==> config.mk <==
export PLATFORM = sky130hd
export DESIGN_NAME = bsg_bp_mem_word_serializer
export DESIGN_NICKNAME = d
export VERILOG_FILES = /design/src/rtl/bsg_bp_mem_word_serializer_pkg.sv /design/src/rtl/bsg_bp_mem_word_gather.sv /design/src/rtl/bsg_bp_mem_word_serializer.sv
export SDC_FILE = /design/constraint.sdc
export NUM_CORES = 2
export LEC_CHECK = 0
export ABC_AREA = 1
export BUFFER_PORTS_ARGS = -buffer_cell sky130_fd_sc_hd__buf_2
export CELL_PAD_IN_SITES_DETAIL_PLACEMENT = 1
export CELL_PAD_IN_SITES_GLOBAL_PLACEMENT = 2
export CORE_AREA = 2 2 520 522
export CTS_BUF_LIST = sky130_fd_sc_hd__clkbuf_4 sky130_fd_sc_hd__clkbuf_8
export CTS_CLUSTER_DIAMETER = 50
export DETAILED_ROUTE_END_ITERATION = 8
export DIE_AREA = 0 0 522 524
export GPL_ROUTABILITY_DRIVEN = 0
export MAX_ROUTING_LAYER = met4
export PLACE_DENSITY_LB_ADDON = 0.1
export SLEW_MARGIN = 5
export SYNTH_ARGS = -nofsm -noshare
export SYNTH_HDL_FRONTEND = slang
export SYNTH_SLANG_ARGS = --single-unit
==> constraint.sdc <==
create_clock -name clk_i -period 5.6 [get_ports clk_i]
set_input_delay 0.28 -clock clk_i [delete_from_list [all_inputs] [get_ports clk_i]]
set_output_delay 0.28 -clock clk_i [all_outputs]
set_load 0.02 [all_outputs]
==> src/rtl/bsg_bp_mem_word_serializer_pkg.sv <==
`default_nettype none
// ============================================================================
// Module   : bsg_bp_mem_word_serializer_pkg
// Purpose  : Shared types and helpers for the wide-to-word memory serializer.
// Revision : 1.0 - initial release
// ============================================================================
package bsg_bp_mem_word_serializer_pkg;

  // Transaction sequencing states
  typedef enum logic [1:0] {
    e_idle = 2'd0,
    e_send = 2'd1,
    e_resp = 2'd2
  } state_e;

  // log2 of the downstream word size in bytes
  function automatic int word_size_f(input int word_width);
    return $clog2(word_width / 8);
  endfunction

  // Number of downstream beats needed for a request of 2^size bytes.
  // Anything that fits in one word (including sub-word accesses) is one beat.
  function automatic logic [31:0] beats_f(input logic [2:0] size, input logic [31:0] word_bytes);
    logic [31:0] bytes;
    bytes = 32'd1 << size;
    if (bytes <= word_bytes) beats_f = 32'd1;
    else                     beats_f = bytes / word_bytes;
  endfunction

endpackage
`default_nettype wire

==> src/rtl/bsg_bp_mem_word_gather.sv <==
`default_nettype none
// ============================================================================
// Module   : bsg_bp_mem_word_gather
// Purpose  : Word-indexed block buffer; each slot loads independently and the
//            whole block can be cleared in one cycle.
// Revision : 1.0 - initial release
// ============================================================================
module bsg_bp_mem_word_gather #(
  parameter int block_width_p = 512,
  parameter int word_width_p  = 32,
  parameter int idx_w_p       = 4
) (
  input  logic                     clk_i,
  input  logic                     reset_n_i,
  input  logic                     i_clear,
  input  logic                     i_we,
  input  logic [idx_w_p-1:0]       i_idx,
  input  logic [word_width_p-1:0]  i_data,
  output logic [block_width_p-1:0] o_data
);

  localparam int words_lp = block_width_p / word_width_p;

  logic [word_width_p-1:0] r_slot [words_lp];

  for (genvar i = 0; i < words_lp; i++) begin : g_slot
    // Slot i: cleared at the start of a transaction, loaded when its index is written
    always_ff @(posedge clk_i or negedge reset_n_i) begin
      if (!reset_n_i) begin
        r_slot[i] <= '0;
      end else if (i_clear) begin
        r_slot[i] <= '0;
      end else if (i_we && (i_idx == idx_w_p'(i))) begin
        r_slot[i] <= i_data;
      end
    end

    assign o_data[i*word_width_p +: word_width_p] = r_slot[i];
  end

endmodule
`default_nettype wire

==> src/rtl/bsg_bp_mem_word_serializer.sv <==
`default_nettype none
// ============================================================================
// Module   : bsg_bp_mem_word_serializer
// Purpose  : Splits one wide memory command into word commands and gathers the
//            in-order word responses back into one wide response.
// Revision : 1.0 - initial release
// ============================================================================
module bsg_bp_mem_word_serializer
  import bsg_bp_mem_word_serializer_pkg::*;
#(
  parameter int paddr_width_p   = 40,
  parameter int block_width_p   = 512,
  parameter int word_width_p    = 32,
  parameter int payload_width_p = 32
) (
  input  logic                       clk_i,
  input  logic                       reset_n_i,

  input  logic                       wide_cmd_write_i,
  input  logic [paddr_width_p-1:0]   wide_cmd_addr_i,
  input  logic [2:0]                 wide_cmd_size_i,
  input  logic [payload_width_p-1:0] wide_cmd_payload_i,
  input  logic [block_width_p-1:0]   wide_cmd_data_i,
  input  logic                       wide_cmd_v_i,
  output logic                       wide_cmd_ready_o,

  output logic                       wide_resp_write_o,
  output logic [paddr_width_p-1:0]   wide_resp_addr_o,
  output logic [2:0]                 wide_resp_size_o,
  output logic [payload_width_p-1:0] wide_resp_payload_o,
  output logic [block_width_p-1:0]   wide_resp_data_o,
  output logic                       wide_resp_v_o,
  input  logic                       wide_resp_yumi_i,

  output logic                       word_cmd_write_o,
  output logic [paddr_width_p-1:0]   word_cmd_addr_o,
  output logic [2:0]                 word_cmd_size_o,
  output logic [payload_width_p-1:0] word_cmd_payload_o,
  output logic [word_width_p-1:0]    word_cmd_data_o,
  output logic                       word_cmd_v_o,
  input  logic                       word_cmd_ready_i,

  input  logic [word_width_p-1:0]    word_resp_data_i,
  input  logic                       word_resp_v_i,
  output logic                       word_resp_yumi_o
);

  localparam int words_lp      = block_width_p / word_width_p;
  localparam int word_bytes_lp = word_width_p / 8;
  localparam int word_size_lp  = word_size_f(word_width_p);
  localparam int cnt_w_lp      = $clog2(words_lp + 1);
  localparam int idx_w_lp      = (words_lp > 1) ? $clog2(words_lp) : 1;
  localparam int max_size_lp   = $clog2(block_width_p / 8);

  state_e                     r_state, w_state_n;
  logic                       r_write;
  logic [paddr_width_p-1:0]   r_addr;
  logic [2:0]                 r_size;
  logic [payload_width_p-1:0] r_payload;
  logic [block_width_p-1:0]   r_data;
  logic [cnt_w_lp-1:0]        r_n, r_sent, r_rcvd;

  logic                       w_accept, w_cmd_fire, w_resp_take, w_last_resp;
  logic [cnt_w_lp-1:0]        w_beats, w_rcvd_inc;
  logic [idx_w_lp-1:0]        w_sent_idx, w_rcvd_idx;

  // Ready is forced low while reset is held so nothing is accepted during reset
  assign wide_cmd_ready_o = reset_n_i & (r_state == e_idle);
  assign w_accept         = wide_cmd_v_i & wide_cmd_ready_o;
  assign word_cmd_v_o     = (r_state == e_send) & (r_sent < r_n);
  assign w_cmd_fire       = word_cmd_v_o & word_cmd_ready_i;
  // A response is only taken for a command whose handshake has already completed
  assign word_resp_yumi_o = (r_state == e_send) & word_resp_v_i & (r_rcvd < r_sent);
  assign w_resp_take      = word_resp_yumi_o;
  assign w_rcvd_inc       = r_rcvd + cnt_w_lp'(1);
  assign w_last_resp      = w_resp_take & (w_rcvd_inc == r_n);
  assign w_beats          = cnt_w_lp'(beats_f(wide_cmd_size_i, 32'(word_bytes_lp)));

  // Counter values index word slots; a fully sent block wraps the slot index to 0,
  // which is harmless because no command is presented then
  assign w_sent_idx = r_sent[idx_w_lp-1:0];
  assign w_rcvd_idx = r_rcvd[idx_w_lp-1:0];

  // Word command fields depend only on registers, so they hold steady under stall
  assign word_cmd_write_o   = r_write;
  assign word_cmd_addr_o    = r_addr + (paddr_width_p'(r_sent) << word_size_lp);
  assign word_cmd_size_o    = (r_size < 3'(word_size_lp)) ? r_size : 3'(word_size_lp);
  assign word_cmd_payload_o = r_payload;
  assign word_cmd_data_o    = r_data[w_sent_idx*word_width_p +: word_width_p];

  assign wide_resp_write_o   = r_write;
  assign wide_resp_addr_o    = r_addr;
  assign wide_resp_size_o    = r_size;
  assign wide_resp_payload_o = r_payload;
  assign wide_resp_v_o       = (r_state == e_resp);

  // State register
  always_ff @(posedge clk_i or negedge reset_n_i) begin
    if (!reset_n_i) r_state <= e_idle;
    else            r_state <= w_state_n;
  end

  // Next-state logic: one wide transaction at a time, one bubble after the response
  always_comb begin
    w_state_n = r_state;
    unique case (r_state)
      e_idle:  if (w_accept)         w_state_n = e_send;
      e_send:  if (w_last_resp)      w_state_n = e_resp;
      e_resp:  if (wide_resp_yumi_i) w_state_n = e_idle;
      default:                       w_state_n = e_idle;
    endcase
  end

  // Latch the wide command header and write data on acceptance
  always_ff @(posedge clk_i or negedge reset_n_i) begin
    if (!reset_n_i) begin
      r_write   <= 1'b0;
      r_addr    <= '0;
      r_size    <= '0;
      r_payload <= '0;
      r_data    <= '0;
    end else if (w_accept) begin
      r_write   <= wide_cmd_write_i;
      r_addr    <= wide_cmd_addr_i;
      r_size    <= wide_cmd_size_i;
      r_payload <= wide_cmd_payload_i;
      r_data    <= wide_cmd_data_i;
    end
  end

  // Beat count plus sent/received progress counters
  always_ff @(posedge clk_i or negedge reset_n_i) begin
    if (!reset_n_i) begin
      r_n    <= '0;
      r_sent <= '0;
      r_rcvd <= '0;
    end else if (w_accept) begin
      r_n    <= w_beats;
      r_sent <= '0;
      r_rcvd <= '0;
    end else begin
      if (w_cmd_fire)  r_sent <= r_sent + cnt_w_lp'(1);
      if (w_resp_take) r_rcvd <= w_rcvd_inc;
    end
  end

  // Read responses land in their word slot; write acknowledgements carry no data
  bsg_bp_mem_word_gather #(
    .block_width_p (block_width_p),
    .word_width_p  (word_width_p),
    .idx_w_p       (idx_w_lp)
  ) u_gather (
    .clk_i     (clk_i),
    .reset_n_i (reset_n_i),
    .i_clear   (w_accept),
    .i_we      (w_resp_take & ~r_write),
    .i_idx     (w_rcvd_idx),
    .i_data    (word_resp_data_i),
    .o_data    (wide_resp_data_o)
  );

`ifndef SYNTHESIS
  // Protocol checks on both handshake interfaces
  always @(posedge clk_i) begin
    if (reset_n_i) begin
      assert (!(w_accept && (wide_cmd_size_i > 3'(max_size_lp))));
      assert (!(word_resp_v_i && (r_rcvd == r_sent)));
      assert (!(wide_resp_yumi_i && !wide_resp_v_o));
    end
  end
`endif

endmodule
`default_nettype wire

==> results.json <==
{
  "syn_inst": 5629,
  "path_class": "reg2out",
  "avgSynthCellArea_um2": 8.558,
  "fin_crit_sh": 0.8050,
  "antenna_found_initial": 73,
  "drtIter0Drc": 2601,
  "drc": 0,
  "netlist.top_cell.by_area": "dfrtp_1",
  "vias": 50240,
  "synthesis.nets": 6274,
  "synth.most_common_cell": "nand2_1",
  "path_max_fanout": 71,
  "grt_overflow": 0,
  "min_delay_path_depth": 4,
  "die_y_um": 524,
  "startpoint": "r_sent[0]",
  "post-route-min-period_ns": 4.508,
  "reg2reg_depth": 10,
  "ys_top_cells_by_area": "dfrtp_1 (58%), nand2_1 (15%), nand3_1 (6.3%)",
  "core_mm2": 0.2674,
  "combPwrFrac": 0.391,
  "dr.pass1.iters": 7,
  "fmax_ghz": 0.2218,
  "netlist_area_mm2": 0.04817,
  "clockRootBuffer": "clkbuf_8",
  "boundaryPins": 1326,
  "leakagePower_nw": 37.47,
  "relSlewSlack": 0.1715,
  "holdCritStartpoint": "wide_cmd_data_i[469]",
  "clkPwrFrac": 0.276,
  "routed_wl_um": 303000,
  "ys.flop_type": "dfrtp_1",
  "clk_latency_ns": 1.03,
  "synth_seq_area_share": 0.5802,
  "clock-sinks": 1117,
  "die_w_um": 522,
  "slew_viol_final": 0,
  "worst-r2r-setup-slack_ns": 2.24,
  "ys_async_sr_fraction": 1.000,
  "reg2reg_to": "u_gather.o_data[193]",
  "start_util": 0.1801,
  "cts_buffers": 238,
  "grt_pass1_vias": 53030,
  "htreeDepth": 4,
  "io_buffers": 1324,
  "rows": 190,
  "intPower_mw": 21.52,
  "grt_max_degree": 171,
  "critPathCaptureType": "output port",
  "grt_pass1_wl_um": 420300,
  "setup-tns-final_ns": 0,
  "critical_path_arrival_ns": 4.23,
  "post_drt_wl_per_cell_um": 25.80,
  "hold_viol_final": 0,
  "p_sw_frac": 0.4397,
  "yosysTopAreaCellShare": 0.5802,
  "synth_edf_count": 0,
  "reg2reg_from": "r_sent[1]",
  "place_hpwl_um": 217900,
  "worst_pin_slew_ns": 1.240,
  "cts_tree": "built",
  "area_growth_pct": 55.46,
  "fin_nets": 8576,
  "grt_use_total": 0.2216,
  "hold_path_end": "r_data[469]",
  "p_seq_frac": 0.333,
  "yosys-top-cells-count": "nand2_1 (1949), dfrtp_1 (1117), nand3_1 (602), o21ai_0 (590), nor2_1 (364)",
  "cp.required_ns": 5.32,
  "ir_drop_mv": 0.2806,
  "power.switching_mw": 16.89,
  "power_mw": 38.41,
  "status": "finished clean",
  "rsz0062_at_grt": "no",
  "antenna_left": 0,
  "post_cts_buffers": 0,
  "clk_pin_slew_ns": 0.06,
  "fin_worst_skew_ns": 0.09255,
  "ys_ff_latch": 1117,
  "hp-class": "in2reg",
  "p_per_area_mw_per_mm2": 512.9,
  "clockBufferDepth": 3,
  "drive_gt1_frac": 0.2338,
  "startpoint_type": "flop",
  "setup_viol": 0,
  "yosys.cell_types.count": 42,
  "die-area_mm2": 0.2735,
  "drt-vias-per-instance": 4.278,
  "max-cap-violations": 0,
  "ys.warnings.count": 0
}
## cells in the final DEF (no fill, tap or decap), types with 7 or more instances in the layout
| cell type | n |
|---|---|
| o21ai_1 | 222 |
| inv_1 | 68 |
| o21ai_0 | 590 |
| xor2_1 | 26 |
| buf_4 | 83 |
| nand2_1 | 1948 |
| a21oi_1 | 7 |
| diode_2 | 60 |
| buf_12 | 18 |
| ha_1 | 18 |
| dlygate4sd3_1 | 1095 |
| bufinv_16 | 17 |
| nand2_2 | 12 |
| o211ai_1 | 46 |
| o221ai_1 | 18 |
| nand4_1 | 13 |
| nor3_1 | 11 |
| nand3_1 | 602 |
| nor2_1 | 363 |
| dfrtp_1 | 1114 |
| buf_2 | 1323 |
| clkbuf_4 | 71 |
| clkinv_2 | 21 |
| clkbuf_8 | 314 |
| o22ai_1 | 69 |
## worst max-delay path by stage
stage,slack (ns),depth (start not counted),endpoint
final,1.09,7,word_cmd_data_o[15]
after detailed placement,1.93,7,word_cmd_data_o[15]
after CTS,0.78,7,word_cmd_data_o[15]
after global placement,1.97,7,word_cmd_data_o[31]
after floorplan,3.00,14,u_gather.o_data[504]
after global routing,0.75,7,word_cmd_data_o[15]
## layer usage
metal  GRT usage  vias up  wire length, um
met4     0.05795        0             8293
li1            -    23180                -
met2      0.3688     1384           146600
met3     0.04489      343            15740
met5           -        -                0
met1      0.2725    25320           132300
## registers in the layout (all words and copies together), names as in the netlist
signal,count
r_data,512
u_gather.o_data,512
wide_resp_addr_o,40
wide_resp_payload_o,32
r_n,5
r_rcvd,5
r_sent,5
wide_resp_size_o,3
r_state,2
wide_resp_write_o,1
## final cells by class
class	instances	area (um2)
Clock buffer	385	4855
Tap cell	3552	4444
Inverter	76	302.8
Fill cell	31620	192600
Antenna cell	60	150.1
Multi-Input combinational cell	3978	17730
Clock inverter	54	853.3
Sequential cell	1117	27960
Timing Repair Buffer	2520	18590
## worst max-delay path: stages (launching register included)
cell	delay [ns]
dfrtp_4	0.54
buf_4	0.49
buf_4	0.77
o21ai_0	0.19
o21ai_0	0.55
o211ai_1	0.32
nand3_1	0.16
buf_2	0.22
## through the flow
step	std cells	hold slack [ns]	setup WS, ns	area, um2	utilization
finish	11740	0.1320	1.092	74890	0.2800
global route	11730	0.04176	0.7512	74850	0.2799
CTS	11680	0.00005507	0.7844	74740	0.2795
detailed placement	10150	0.2290	1.933	58050	0.2170
global placement	10150	0.2302	1.969	58050	0.2170
floorplan	5629	-0.01559	2.996	48170	-
## logic make-up (layout without fill, tap and decap cells)
logic type                 after synthesis  in the layout  synth area share
adders and majority gates               19             19          0.005091
xor gates and xnor gates                31             31          0.005636
buffers and inverters                  534           3035           0.05202
and+or+nand+nor                       2971           2971            0.2518
other                                    1             61        0.00007784
AOI/OAI and AO/OA                      956            956            0.1051
DFF                                   1117           1117            0.5802
## power by group through the flow
stage / combinational [mW] / sequential, mW / clock [mW]
after floorplan: 6.78 / 13.4 / 0
after global placement: 14.7 / 12.9 / 0
after detailed placement: 14.8 / 12.9 / 0
after CTS: 15.5 / 12.8 / 11.0
after global routing: 16.4 / 13.2 / 11.3
final: 15.0 / 12.8 / 10.6
## repair_timing
item / CTS / global route
hold endpoints to repair: 1260 / 0
setup endpoints to repair: 0 / 0
resized for setup: 0 / 0
hold buffers: 1096 / 0
No activity file was read; power rests on OpenSTA's default activity.
